<file path="src/rtl/fpu_ss_trace_pkg.sv">
// Shared types and default field widths for the FPU subsystem retirement trace buffer.
package fpu_ss_trace_pkg;

    typedef enum logic [1:0] {
        MODE_OFF      = 2'd0,
        MODE_ONESHOT  = 2'd1,
        MODE_CIRCULAR = 2'd2
    } trace_mode_e;

    typedef enum logic [1:0] {
        ST_IDLE = 2'd0,
        ST_RUN  = 2'd1,
        ST_DONE = 2'd2
    } trace_state_e;

    localparam int unsigned TRACE_NUM_CH = 2;
    localparam int unsigned TRACE_DATA_W = 32;
    localparam int unsigned TRACE_DEPTH  = 16;
    localparam int unsigned TRACE_TS_W   = 16;
    localparam int unsigned TRACE_CNT_W  = 16;
    localparam int unsigned TRACE_RD_W   = 5;

endpackage

</file>
<file path="src/rtl/fpu_ss_trace_rr_arb.sv">
// Round-robin arbiter: one-hot grant over N requesters; priority rotates past the last grant.
module fpu_ss_trace_rr_arb #(
    parameter int unsigned N = 2
) (
    input  logic         clk_i,
    input  logic         rst_ni,
    input  logic         clear_i,
    input  logic         en_i,
    input  logic [N-1:0] req_i,
    output logic [N-1:0] gnt_o
);
    localparam int unsigned PTR_W = (N > 1) ? $clog2(N) : 1;

    logic [PTR_W-1:0] ptr_q, ptr_d;
    logic [PTR_W:0]   idx_ext;
    logic [PTR_W-1:0] idx;
    logic             found;

    always_comb begin
        gnt_o   = '0;
        ptr_d   = ptr_q;
        found   = 1'b0;
        idx_ext = '0;
        idx     = '0;
        for (int i = 0; i < N; i++) begin
            idx_ext = {1'b0, ptr_q} + (PTR_W+1)'(i);
            if (idx_ext >= (PTR_W+1)'(N)) begin
                idx_ext = idx_ext - (PTR_W+1)'(N);
            end
            idx = idx_ext[PTR_W-1:0];
            if (en_i && !found && req_i[idx]) begin
                found      = 1'b1;
                gnt_o[idx] = 1'b1;
                ptr_d      = (idx == PTR_W'(N-1)) ? '0 : idx + 1'b1;
            end
        end
        if (clear_i) begin
            ptr_d = '0;
        end
    end

    always_ff @(posedge clk_i or negedge rst_ni) begin
        if (!rst_ni) begin
            ptr_q <= '0;
        end else begin
            ptr_q <= ptr_d;
        end
    end

endmodule

</file>
<file path="src/rtl/fpu_ss_trace_buf.sv">
// Multi-channel retirement trace buffer: per-channel skids, round-robin into a flop FIFO.
// state | meaning:  IDLE | not capturing  ;  RUN | capturing, ts running  ;  DONE | one-shot buffer filled
module fpu_ss_trace_buf
    import fpu_ss_trace_pkg::*;
#(
    parameter int unsigned NUM_CH = TRACE_NUM_CH,
    parameter int unsigned DATA_W = TRACE_DATA_W,
    parameter int unsigned DEPTH  = TRACE_DEPTH,
    parameter int unsigned TS_W   = TRACE_TS_W,
    parameter int unsigned CNT_W  = TRACE_CNT_W
) (
    input  logic                                              clk_i,
    input  logic                                              rst_ni,
    input  logic [1:0]                                        mode_i,
    input  logic                                              clear_i,
    input  logic [NUM_CH-1:0]                                 ch_valid_i,
    input  logic [NUM_CH-1:0]                                 ch_fpr_i,
    input  logic [NUM_CH*TRACE_RD_W-1:0]                      ch_rd_i,
    input  logic [NUM_CH*DATA_W-1:0]                          ch_data_i,
    output logic                                              rd_valid_o,
    input  logic                                              rd_ready_i,
    output logic [TS_W+$clog2(NUM_CH)+1+TRACE_RD_W+DATA_W-1:0] rd_data_o,
    output logic [$clog2(DEPTH):0]                            level_o,
    output logic [CNT_W-1:0]                                  drop_cnt_o,
    output logic [CNT_W-1:0]                                  ovf_cnt_o,
    output logic                                              done_o
);
    localparam int unsigned RD_W    = TRACE_RD_W;
    localparam int unsigned CH_W    = $clog2(NUM_CH);
    localparam int unsigned PTR_W   = $clog2(DEPTH);
    localparam int unsigned LVL_W   = PTR_W + 1;
    localparam int unsigned SKID_W  = TS_W + 1 + RD_W + DATA_W;
    localparam int unsigned ENTRY_W = TS_W + CH_W + 1 + RD_W + DATA_W;

    trace_state_e       state_q, state_d;
    logic               circ_q, circ_d;
    logic [TS_W-1:0]    ts_q, ts_d;
    logic [NUM_CH-1:0]  skid_vld_q, skid_vld_d;
    logic [SKID_W-1:0]  skid_q [NUM_CH];
    logic [SKID_W-1:0]  skid_d [NUM_CH];
    logic [ENTRY_W-1:0] mem_q [DEPTH];
    logic [PTR_W-1:0]   head_q, head_d, tail_q, tail_d;
    logic [LVL_W-1:0]   level_q, level_d;
    logic [CNT_W-1:0]   drop_cnt_q, drop_cnt_d, ovf_cnt_q, ovf_cnt_d;

    logic               run, full, empty, pop, wr_en, overwrite;
    logic [NUM_CH-1:0]  gnt, drop;
    logic [ENTRY_W-1:0] wr_entry;
    logic [CNT_W:0]     drop_sum;

    assign run       = (state_q == ST_RUN);
    assign full      = (level_q == LVL_W'(DEPTH));
    assign empty     = (level_q == '0);
    assign pop       = rd_ready_i && !empty && !clear_i;
    // A full one-shot buffer never overwrites; leftover skid entries simply wait.
    assign wr_en     = (|skid_vld_q) && (state_q != ST_DONE) && !clear_i && (!full || pop || circ_q);
    assign overwrite = wr_en && full && !pop;

    fpu_ss_trace_rr_arb #(
        .N (NUM_CH)
    ) u_arb (
        .clk_i   (clk_i),
        .rst_ni  (rst_ni),
        .clear_i (clear_i),
        .en_i    (wr_en),
        .req_i   (skid_vld_q),
        .gnt_o   (gnt)
    );

    always_comb begin
        wr_entry   = '0;
        skid_vld_d = skid_vld_q;
        drop       = '0;
        for (int c = 0; c < NUM_CH; c++) begin
            skid_d[c] = skid_q[c];
            if (gnt[c]) begin
                wr_entry      = {skid_q[c][SKID_W-1 -: TS_W], CH_W'(c), skid_q[c][SKID_W-TS_W-1:0]};
                skid_vld_d[c] = 1'b0;
            end
            if (run && ch_valid_i[c]) begin
                if (!skid_vld_q[c] || gnt[c]) begin
                    skid_d[c]     = {ts_q, ch_fpr_i[c], ch_rd_i[c*RD_W +: RD_W], ch_data_i[c*DATA_W +: DATA_W]};
                    skid_vld_d[c] = 1'b1;
                end else begin
                    drop[c] = 1'b1;
                end
            end
        end

        drop_sum   = {1'b0, drop_cnt_q} + (CNT_W+1)'($countones(drop));
        drop_cnt_d = drop_sum[CNT_W] ? '1 : drop_sum[CNT_W-1:0];
        ovf_cnt_d  = ovf_cnt_q;
        if (overwrite && !(&ovf_cnt_q)) begin
            ovf_cnt_d = ovf_cnt_q + 1'b1;
        end

        level_d = level_q;
        if (wr_en && !pop && !full) begin
            level_d = level_q + 1'b1;
        end else if (pop && !wr_en) begin
            level_d = level_q - 1'b1;
        end
        head_d = (pop || overwrite) ? head_q + 1'b1 : head_q;
        tail_d = wr_en ? tail_q + 1'b1 : tail_q;
        ts_d   = run ? ts_q + 1'b1 : ts_q;

        if (clear_i) begin
            skid_vld_d = '0;
            drop_cnt_d = '0;
            ovf_cnt_d  = '0;
            level_d    = '0;
            head_d     = '0;
            tail_d     = '0;
            ts_d       = '0;
        end
    end

    always_comb begin
        state_d = state_q;
        circ_d  = circ_q;
        case (state_q)
            ST_IDLE: begin
                if (mode_i == MODE_ONESHOT) begin
                    state_d = ST_RUN;
                    circ_d  = 1'b0;
                end else if (mode_i == MODE_CIRCULAR) begin
                    state_d = ST_RUN;
                    circ_d  = 1'b1;
                end
            end
            ST_RUN: begin
                if (!circ_q && wr_en && level_d == LVL_W'(DEPTH)) begin
                    state_d = ST_DONE;
                end else if (mode_i != MODE_ONESHOT && mode_i != MODE_CIRCULAR) begin
                    state_d = ST_IDLE;
                end
            end
            ST_DONE: state_d = ST_DONE;
            default: state_d = ST_IDLE;
        endcase
        if (clear_i) begin
            state_d = ST_IDLE;
        end
    end

    always_ff @(posedge clk_i or negedge rst_ni) begin
        if (!rst_ni) begin
            state_q    <= ST_IDLE;
            circ_q     <= 1'b0;
            ts_q       <= '0;
            skid_vld_q <= '0;
            for (int c = 0; c < NUM_CH; c++) begin
                skid_q[c] <= '0;
            end
            head_q     <= '0;
            tail_q     <= '0;
            level_q    <= '0;
            drop_cnt_q <= '0;
            ovf_cnt_q  <= '0;
        end else begin
            state_q    <= state_d;
            circ_q     <= circ_d;
            ts_q       <= ts_d;
            skid_vld_q <= skid_vld_d;
            for (int c = 0; c < NUM_CH; c++) begin
                skid_q[c] <= skid_d[c];
            end
            head_q     <= head_d;
            tail_q     <= tail_d;
            level_q    <= level_d;
            drop_cnt_q <= drop_cnt_d;
            ovf_cnt_q  <= ovf_cnt_d;
        end
    end

    // Entry storage needs no reset: level_q masks stale slots.
    always_ff @(posedge clk_i) begin
        if (wr_en) begin
            mem_q[tail_q] <= wr_entry;
        end
    end

    assign rd_valid_o = !empty;
    assign rd_data_o  = empty ? '0 : mem_q[head_q];
    assign level_o    = level_q;
    assign drop_cnt_o = drop_cnt_q;
    assign ovf_cnt_o  = ovf_cnt_q;
    assign done_o     = (state_q == ST_DONE);

endmodule

</file>
<file path="config.mk">
export PLATFORM = sky130hd
export DESIGN_NAME = fpu_ss_trace_buf
export DESIGN_NICKNAME = d
export VERILOG_FILES = /design/src/rtl/fpu_ss_trace_pkg.sv /design/src/rtl/fpu_ss_trace_rr_arb.sv /design/src/rtl/fpu_ss_trace_buf.sv
export SDC_FILE = /design/constraint.sdc
export NUM_CORES = 1
export LEC_CHECK = 0
export CORE_ASPECT_RATIO = 0.8
export CORE_MARGIN = 8
export CORE_UTILIZATION = 55
export DETAILED_ROUTE_END_ITERATION = 8
export PLACE_DENSITY = 0.82
export SYNTH_ARGS = -nofsm -noshare
export SYNTH_HDL_FRONTEND = slang
export SYNTH_SLANG_ARGS = --single-unit
export TNS_END_PERCENT = 1
</file>
<file path="constraint.sdc">
create_clock -name clk_i -period 5.2 [get_ports clk_i]
set_input_delay 0.52 -clock clk_i [delete_from_list [all_inputs] [get_ports clk_i]]
set_output_delay 0.52 -clock clk_i [all_outputs]
set_load 0.01 [all_outputs]
</file>
==> impl_metrics.json, run 1 <==
{
  "postSynthCellCount": 1974,
  "static-leakage-power_nw": 14.2,
  "clk-insertion-delay-late_ns": 0.67,
  "fillerInstances": 4605,
  "multi_input_comb_area_sq_mm": 0.0103,
  "chipHeight_microns": 262,
  "mostFrequentLayoutCell": "edfxtp_1",
  "pin_count": 178,
  "cts_made_buffers": 98,
  "post_synth_num_cell_types": 62,
  "top_layer_used": "met4",
  "fp.dieArea_sq_mm": 0.0847,
  "share_of_the_synthesized_area_in_the_top_cell_type": 0.636,
  "achievable-frequency_mhz": 225,
  "average_size_of_a_mapped_cell_sq_um": 21.1,
  "final_nets": 2289,
  "route.layer.met1.wl_microns": 37700,
  "drtAntennaViolNets": 0,
  "routed_wl_microns": 103000,
  "power_density_mw_per_mm2": 423,
  "synth.yosys.seq_area_share": 0.741,
  "cts_tree": "yes",
  "post-route-period-util": 0.856,
  "drt_iter0_drc": 2802,
  "wl_per_cell_microns": 31.4,
  "routed_via_density": 6.54,
  "dr_wl_met3_microns": 10200,
  "critPathRequiredTime_ns": 4.68,
  "fin_crit_ns": 4.45,
  "globalRouteOverflowTotal": 0,
  "failed_checks": "hold timing",
  "seq_area_sq_mm": 0.0308,
  "wire_length_of_the_first_global_routing_pass_microns": 152000,
  "drt_pre_antenna_iters": 8,
  "clock_tree_sinks": 1055,
  "critPathKind": "reg2out",
  "power.combinational.fraction": 0.161,
  "area_growth_syn_to_layout_pct": 15.5,
  "cp-end-kind": "output port",
  "unrepaired_setup_endpoints_after_global_routing": "false",
  "synth_area_leader_cell": "edfxtp_1",
  "reg2reg_slack_ns": 1.14,
  "cts-root-buf": "clkbuf_16",
  "syn_nets": 2071,
  "final_layout_size_suffix_gt1_frac": 0.223,
  "share_clk_of_total_power": 0.368,
  "initial_core_util": 0.554,
  "ys.warnings.count": 0,
  "core_region_area_sq_mm": 0.0751,
  "port-buffer-count": 177,
  "maximum_root_to_sink_buffer_count": 3,
  "grt_start_max_net_pins": 113,
  "synth-edff-count": 880,
  "power_report.internal_total_w": 0.0153,
  "routed_length_on_met2_microns": 52500,
  "synthArstFlopShare": 0.166,
  "min_delay_worst_type": "in2async",
  "post_cts_resized": 0,
  "track_usage": 0.245,
  "cts_hold_buffers": 0,
  "clkTransAtPathRegs_ns": 0.06,
  "postCtsSetupRepairBufs": 0,
  "setup-violations-final": 0,
  "actual_transition_at_the_worst_max_transition_pin_ns": 1.13,
  "worst-endpoint-arrival_ns": 3.93,
  "dominantRegCellSynth": "edfxtp_1",
  "post-route-drc-count": 0,
  "maxCapViolations": 0,
  "final_slew_violations": 0,
  "dp_hpwl_microns": 53200,
  "yosys_register_bits": 1055,
  "biggest_fanout_along_the_worst_timing_path": 42,
  "number_of_global_route_vias_before_repair": 22800,
  "seq_power_share": 0.470,
  "die_x_microns": 323,
  "cts_htree_levels": 3,
  "peakVddDrop_uv": 376,
  "antenna_found_initial": 2,
  "start_kind": "register",
  "timing_hold_violations_final": 8,
  "sw_frac_of_total": 0.248,
  "fin_util": 0.639,
  "finalSetupTns_ns": 0,
  "fp-row-count": 90,
  "most_frequent_cells_in_the_layout": "edfxtp_1, mux4_2, clkdlybuf4s50_1",
  "finalClockSkew_ns": 0.0334,
  "run_status": "finished, violations left",
  "finalWeightedCongestion": 0.835,
  "slew-limit-headroom": 0.245,
  "synthTopCellsByArea": "edfxtp_1, mux4_2, dfrtp_1",
  "p_sw_w": 0.00504,
  "post_synth_instance_area_sq_mm": 0.0416,
  "vias_post_dr": 21500,
  "worst_hold_slack_ns": -0.0296
}
==> final timing paths <==
kind | startpoint | to | depth (start not counted)
worst max-delay path | head_q[0] | rd_data_o[10] | 5
worst min-delay path | rst_ni | drop_cnt_o[9] | 1
worst max register to register | level_o[0] | skid_q[88] | 10
worst min register to register | skid_q[14] | skid_q[14] | 1
min in group clk_i | clear_i | tail_q[2] | 2
max in group asynchronous | rst_ni | skid_q[53] | 2
==> cell usage after synthesis, types with 11 or more instances <==
master and count:
ha_1 12, buf_4 11, nand2_1 30, buf_1 11, clkbuf_1 51, and2_1 71
dfrtp_1 175, mux4_2 275, buf_2 34, nand3_1 20, a22o_1 54, xnor2_1 21
inv_1 13, a21oi_1 22, nand4_1 15, nor2_1 52, edfxtp_1 880, mux2_1 104
xor2_1 23
==> worst max-delay path, stage by stage, from the launching register on <==
cell and delay (ns):
dfrtp_4 0.99, buf_4 0.49, mux4_2 0.58, mux4_2 0.48, and2_1 0.19, clkdlybuf4s50_1 0.50
==> flip-flops by register name, summed over array words and instances (netlist names) <==
name and flops:
mem_q 880, skid_q 108, drop_cnt_o 16, ovf_cnt_o 16, ts_q 16, level_o 5
head_q 4, tail_q 4, skid_vld_q 2, state_q 2, circ_q 1, u_arb.ptr_q 1
==> layout make-up <==
| class | instances | share of cell area |
|---|---|---|
| clock buffer | 129 | 0.0558 |
| multi-input combinational | 797 | 0.215 |
| tap | 1012 | 0.0264 |
| clock inverter | 57 | 0.0140 |
| antenna | 1 | 0.0000521 |
| inverter | 15 | 0.00117 |
| timing repair buffer | 225 | 0.0462 |
| sequential | 1055 | 0.642 |
==> cells by family (layout without fill, tap and decap cells) <==
kind of cell / Yosys count / count (layout) / share of synthesized area
flops: 1055 / 1055 / 0.741
mux: 387 / 387 / 0.179
simple gates: 246 / 246 / 0.0335
buf+inv: 122 / 426 / 0.0130
compound gates: 107 / 107 / 0.0201
xor+xnor: 44 / 44 / 0.00927
fa+ha+maj: 13 / 13 / 0.00409
other cells: 0 / 1 / 0
==> power by group through the flow <==
stage	Sequential [W]	Combinational, W	Clock, W
after floorplan	0.00958	0.00194	0
after global placement	0.00970	0.00321	0
after detailed placement	0.00971	0.00328	0
after CTS	0.00956	0.00334	0.00753
after global routing	0.00959	0.00349	0.00783
final	0.00956	0.00327	0.00749
==> through the flow <==
stage	std cells	total power, W	area, sq um	setup slack, ns
6_report	3291	0.0203	48000	0.746
5_1_grt	3290	0.0209	48000	0.549
4_1_cts	3290	0.0204	48000	0.625
3_5_place_dp	3104	0.0130	44700	0.890
3_3_place_gp	3104	0.0129	44700	1.13
2_1_floorplan	1974	0.0115	41600	1.89
==> routing by layer <==
layer,global-route usage,vias to the layer above
met5,0,-
met4,0.0741,0
met1,0.326,11300
met2,0.413,1435
li1,-,8527
met3,0.0495,230
Note: power is estimated with default switching activity, not from simulation.
==> inputs of run 2 (changes only) <==
--- a/config.mk
+++ b/config.mk
@@ -5,8 +5,9 @@
 export SDC_FILE = /design/constraint.sdc
 export NUM_CORES = 1
 export LEC_CHECK = 0
+export CAP_MARGIN = 40
 export CORE_ASPECT_RATIO = 0.8
-export CORE_MARGIN = 8
+export CORE_MARGIN = 2
 export CORE_UTILIZATION = 55
 export DETAILED_ROUTE_END_ITERATION = 8
 export PLACE_DENSITY = 0.82
==> run 2 against run 1 <==
The run now ends clean. Design area is 0.19% higher. Combinational power barely moved. Clock power down 5.1%. Wire length shrank 3.0%. Via count fell by 1.6%. Core utilization increased by 0.12 points. First-iteration DRC count is 1.7% lower. Sequential share of layout area decreased by 0.11 points. Sequential cell count did not move. Sequential power about the same. Clock skew up 0.0027 ns. Worst setup slack improved by 0.080 ns. Critical path type unchanged.
==> impl_metrics.json, run 2 (same netlist as run 1, synthesis figures left out) <==
{
  "actual_transition_at_the_worst_max_transition_pin_ns": 1.00,
  "track_usage": 0.261,
  "cts_htree_levels": 3,
  "fp-row-count": 90,
  "finalClockSkew_ns": 0.0361,
  "biggest_fanout_along_the_worst_timing_path": 58,
  "cts_tree": "yes",
  "fin_crit_ns": 4.37,
  "post_cts_resized": 0,
  "vias_post_dr": 21200,
  "min_delay_worst_type": "in2reg",
  "core_region_area_sq_mm": 0.0751,
  "run_status": "finished, final reports clean",
  "maximum_root_to_sink_buffer_count": 3,
  "worst_slack_ns": 0.826,
  "clock_tree_sinks": 1055,
  "cts_hold_buffers": 1,
  "cp-end-kind": "output port",
  "finalSetupTns_ns": 0,
  "port-buffer-count": 177,
  "finalWeightedCongestion": 0.797,
  "drt_iter0_drc": 2753,
  "setup-violations-final": 0,
  "chipHeight_microns": 250,
  "worst-endpoint-arrival_ns": 3.85,
  "drtAntennaViolNets": 0,
  "antenna_found_initial": 3,
  "critical_path.reg2reg.startpoint": "level_o[0]",
  "globalRouteOverflowTotal": 0,
  "start_point_of_the_worst_hold_path": "clear_i",
  "most_frequent_cells_in_the_layout": "edfxtp_1, mux4_2, clkdlybuf4s50_1",
  "static-leakage-power_nw": 14.2,
  "worst_hold_slack_ns": 0.306,
  "mostFrequentLayoutCell": "edfxtp_1",
  "num_antenna_cells": 0,
  "final_nets": 2299,
  "start_kind": "register",
  "die_x_microns": 311,
  "area_growth_syn_to_layout_pct": 15.7,
  "post-route-period-util": 0.841,
  "postCtsSetupRepairBufs": 0,
  "wl_per_cell_microns": 30.5,
  "final_layout_size_suffix_gt1_frac": 0.229,
  "clkTransAtPathRegs_ns": 0.06,
  "cts_made_buffers": 97,
  "number_of_global_route_vias_before_repair": 22500,
  "routed_wl_microns": 100000,
  "pin_count": 178,
  "wire_length_of_the_first_global_routing_pass_microns": 149000,
  "critPathKind": "reg2out",
  "slew-limit-headroom": 0.327,
  "max_reg_flops": 880,
  "fp.dieArea_sq_mm": 0.0778,
  "finalNonFillerCells": 3295,
  "pre_cts_slack_ns": 1.31,
  "cts-root-buf": "clkbuf_16",
  "critPathRequiredTime_ns": 4.68,
  "seq_area_sq_mm": 0.0308,
  "dp_cells": 3114,
  "unrepaired_setup_endpoints_after_global_routing": "false",
  "maxCapViolations": 0,
  "grt_start_max_net_pins": 84,
  "power_density_mw_per_mm2": 414,
  "reg_top3": "mem_q (880), skid_q (108)",
  "initial_core_util": 0.554,
  "drt_pre_antenna_iters": 5,
  "timing_hold_violations_final": 0,
  "dp_hpwl_microns": 52000,
  "peakVddDrop_uv": 481,
  "clk-insertion-delay-late_ns": 0.68,
  "routed_via_density": 6.43,
  "achievable-frequency_mhz": 229,
  "final_slew_violations": 0,
  "multi_input_comb_area_sq_mm": 0.0103,
  "crit_start": "head_q[0]",
  "fillerInstances": 4781,
  "post-route-drc-count": 0,
  "max_flop_register": "mem_q"
}
run 2: cell count changes in the layout (fill, tap and decap cells not counted), moves of 4 or more:
cell / delta
buf_12: +5
buf_16: +7
bufinv_16: -4
clkinv_1: -10
clkinv_2: +18
run 2: path summary, 6_finish.rpt:
check | end | slack [ns] | depth (start not counted)
worst min register to register | skid_q[96] | 0.49 | 1
worst max register to register | drop_cnt_o[1] | 1.36 | 13
worst min-delay path | tail_q[2] | 0.31 | 2
worst max-delay path | rd_data_o[18] | 0.83 | 5
max in group asynchronous | skid_q[18] | 3.48 | 3
min in group asynchronous | skid_q[42] | 0.49 | 2
run 2: per-layer routing:
layer | vias up | wire length [microns] | part of all wire | track usage
met4 | 0 | 2540 | 0.025 | 0.0752
li1 | 8532 | - | - | -
met1 | 11300 | 38100 | 0.38 | 0.357
met3 | 195 | 8600 | 0.086 | 0.0474
met2 | 1204 | 51100 | 0.51 | 0.436
met5 | - | 0 | 0 | 0
run 2: critical path, stage by stage, from the launching register on:
cell and delay (ns):
dfrtp_4 0.87, buf_12 0.47, mux4_2 0.59, mux4_2 0.49
and2_1 0.23, clkdlybuf4s50_1 0.49
run 2: through the flow:
| step | utilization | total power, W | area [sq um] |
|---|---|---|---|
| floorplan | - | 0.0115 | 41600 |
| global placement | 0.595 | 0.0129 | 44700 |
| detailed placement | 0.598 | 0.0130 | 44900 |
| CTS | 0.641 | 0.0201 | 48100 |
| global route | 0.641 | 0.0206 | 48100 |
| finish | 0.641 | 0.0199 | 48100 |
run 2: cell type report:
class                   instances  share of cell area
clock buffers                 123              0.0535
clock inverters                57              0.0121
inverters                      15             0.00117
multi-input cells             797               0.214
flip-flops and latches       1055               0.641
well taps                    1012              0.0263
repair buffers                236              0.0521
run 2: power breakdown:
part / switching (W) / internal [W] / leakage (nW) / total (W)
sequential: 0.000227 / 0.00931 / 8.92 / 0.00953
clock: 0.00317 / 0.00394 / 1.55 / 0.00711
combinational: 0.00155 / 0.00175 / 3.74 / 0.00330
total: 0.00495 / 0.0150 / 14.2 / 0.0199
==> inputs of run 3 (changes only) <==
--- a/config.mk
+++ b/config.mk
@@ -8,9 +8,9 @@
 export CAP_MARGIN = 40
 export CORE_ASPECT_RATIO = 0.8
 export CORE_MARGIN = 2
-export CORE_UTILIZATION = 55
+export CORE_UTILIZATION = 54
 export DETAILED_ROUTE_END_ITERATION = 8
-export PLACE_DENSITY = 0.82
+export PLACE_DENSITY = 0.84
 export SYNTH_ARGS = -nofsm -noshare
 export SYNTH_HDL_FRONTEND = slang
 export SYNTH_SLANG_ARGS = --single-unit
==> constraint.sdc (replaced) <==
create_clock -name clk_i -period 3.6 [get_ports clk_i]
set_input_delay 0.36 -clock clk_i [delete_from_list [all_inputs] [get_ports clk_i]]
set_output_delay 0.36 -clock clk_i [all_outputs]
set_load 0.01 [all_outputs]
==> run 3 against run 2 <==
The run now ends with setup timing left. Core utilization rose by 0.68 points. Global-route usage increased by 2.6 points. Clock-buffer cell count rose by 8. Clock power grew 56%. Combinational power increased by 58%. Sequential share of layout area is 1.2 points lower. Die area grew 1.8%. Highest routed layer is now met5.
==> impl_metrics.json, run 3 (same netlist as run 1, synthesis figures left out) <==
{
  "routed_wl_microns": 112000,
  "drtAntennaViolNets": 0,
  "final_slew_violations": 0,
  "track_usage": 0.287,
  "post-route-drc-count": 0,
  "finalSetupTns_ns": -0.704,
  "number_of_global_route_vias_before_repair": 23600,
  "area_growth_syn_to_layout_pct": 18.0,
  "worst_path_max_stage_delay_ns": 0.54,
  "slew-limit-headroom": 0.330,
  "core_region_area_sq_mm": 0.0758,
  "wire_length_of_the_first_global_routing_pass_microns": 163000,
  "crit_path_top_delay_cell": "mux4_2",
  "max_flop_register": "mem_q",
  "initial_core_util": 0.549,
  "num_antenna_cells": 0,
  "path_common_cell": "mux4_2",
  "min_delay_worst_type": "in2reg",
  "finalWeightedCongestion": 0.838,
  "chipHeight_microns": 252,
  "cts_tree": "yes",
  "critPathKind": "reg2out",
  "finalClockSkew_ns": 0.0471,
  "vias_post_dr": 22500,
  "wl_per_cell_microns": 33.6,
  "fp.dieArea_sq_mm": 0.0792,
  "critical_path_buf_inv_count": 3,
  "cell_by_cell_listing_of_the_critical_path": "buf_4 > buf_16 > mux4_2 > mux4_2 > and2_1 > clkdlybuf4s50_1",
  "reg_top3": "mem_q (880), skid_q (108)",
  "most_frequent_cells_in_the_layout": "edfxtp_1, mux4_2, dfrtp_1",
  "final_nets": 2333,
  "routed_via_density": 6.75,
  "failed_checks": "setup timing",
  "cts_htree_levels": 3,
  "timing_hold_violations_final": 0,
  "biggest_fanout_along_the_worst_timing_path": 12,
  "pin_count": 178,
  "worst_slack_ns": -0.101,
  "cp-end-kind": "output port",
  "run_status": "finished, violations left",
  "actual_transition_at_the_worst_max_transition_pin_ns": 1.00,
  "fp-row-count": 90,
  "die_x_microns": 314,
  "setup-violations-final": 13,
  "antenna_found_initial": 3,
  "final_layout_size_suffix_gt1_frac": 0.244,
  "critical_path.top_delay_family": "multiplexers",
  "power_density_mw_per_mm2": 613,
  "worst_hold_slack_ns": 0.268,
  "post-route-period-util": 1.03,
  "unrepaired_setup_endpoints_after_global_routing": "true",
  "clk-insertion-delay-late_ns": 0.69,
  "fillerInstances": 4606,
  "drt_pre_antenna_iters": 5,
  "maxCapViolations": 0,
  "critPathRequiredTime_ns": 3.24,
  "clkTransAtPathRegs_ns": 0.07,
  "port-buffer-count": 177,
  "max_reg_flops": 880,
  "maximum_root_to_sink_buffer_count": 3,
  "grt_start_max_net_pins": 88,
  "cts_made_buffers": 98,
  "drt_iter0_drc": 3347,
  "clock_tree_sinks": 1055,
  "static-leakage-power_nw": 14.8,
  "cts-root-buf": "clkbuf_16",
  "worst-endpoint-arrival_ns": 3.34,
  "fin_crit_ns": 3.70,
  "dp_hpwl_microns": 54700,
  "peakVddDrop_uv": 360,
  "start_kind": "register",
  "achievable-frequency_mhz": 270,
  "globalRouteOverflowTotal": 0,
  "mostFrequentLayoutCell": "edfxtp_1"
}
==> run 3: power breakdown <==
group | switching [W] | internal [W] | total, W
sequential | 0.000294 | 0.0134 | 0.0137
clock | 0.00471 | 0.00641 | 0.0111
combinational | 0.00261 | 0.00262 | 0.00523
total | 0.00761 | 0.0225 | 0.0301
==> run 3: through the flow <==
step	cell area (sq um)	instances	worst slack [ns]	power [W]	util
floorplan	41600	1974	0.297	0.0166	-
global placement	45300	3132	0.175	0.0187	0.597
detailed placement	45300	3133	0.0440	0.0189	0.597
CTS	49000	3332	-0.169	0.0301	0.647
global route	49100	3333	-0.165	0.0309	0.647
finish	49100	3333	-0.101	0.0301	0.647
==> run 3: repair_timing <==
action,CTS,global route
gates cloned,7,0
hold buffers,2,0
resized for setup,56,16
hold endpoints to repair,90,0
buffers inserted,5,1
setup endpoints to repair,54,37
==> run 3: final timing paths <==
path,start,endpoint,slack [ns],cells after the start
worst min register to register,skid_q[95],skid_q[95],0.49,1
worst max register to register,level_o[0],drop_cnt_o[14],0.25,15
max in group asynchronous,rst_ni,skid_q[82],2.37,3
min in group asynchronous,rst_ni,skid_q[95],0.29,2
worst max-delay path,head_q[0],rd_data_o[18],-0.10,6
worst min-delay path,ch_data_i[40],skid_q[8],0.27,2
==> run 3: final cells by class <==
class / instances / area (sq um) / share of cell area
clock inverters: 54 / 729 / 0.0149
well taps: 1012 / 1270 / 0.0258
flip-flops and latches: 1055 / 30800 / 0.628
clock buffers: 131 / 2710 / 0.0552
multi-input cells: 798 / 10300 / 0.211
repair buffers: 268 / 3140 / 0.0640
inverters: 15 / 56.3 / 0.00115
==> run 3: routing by layer <==
metal,wire length (microns),vias to the layer above,GRT usage,part of all wire
met5,13,-,0,0.00012
met2,56300,1856,0.478,0.50
li1,-,8630,-,-
met3,12700,348,0.0568,0.11
met4,4390,2,0.105,0.039
met1,38700,11600,0.382,0.35
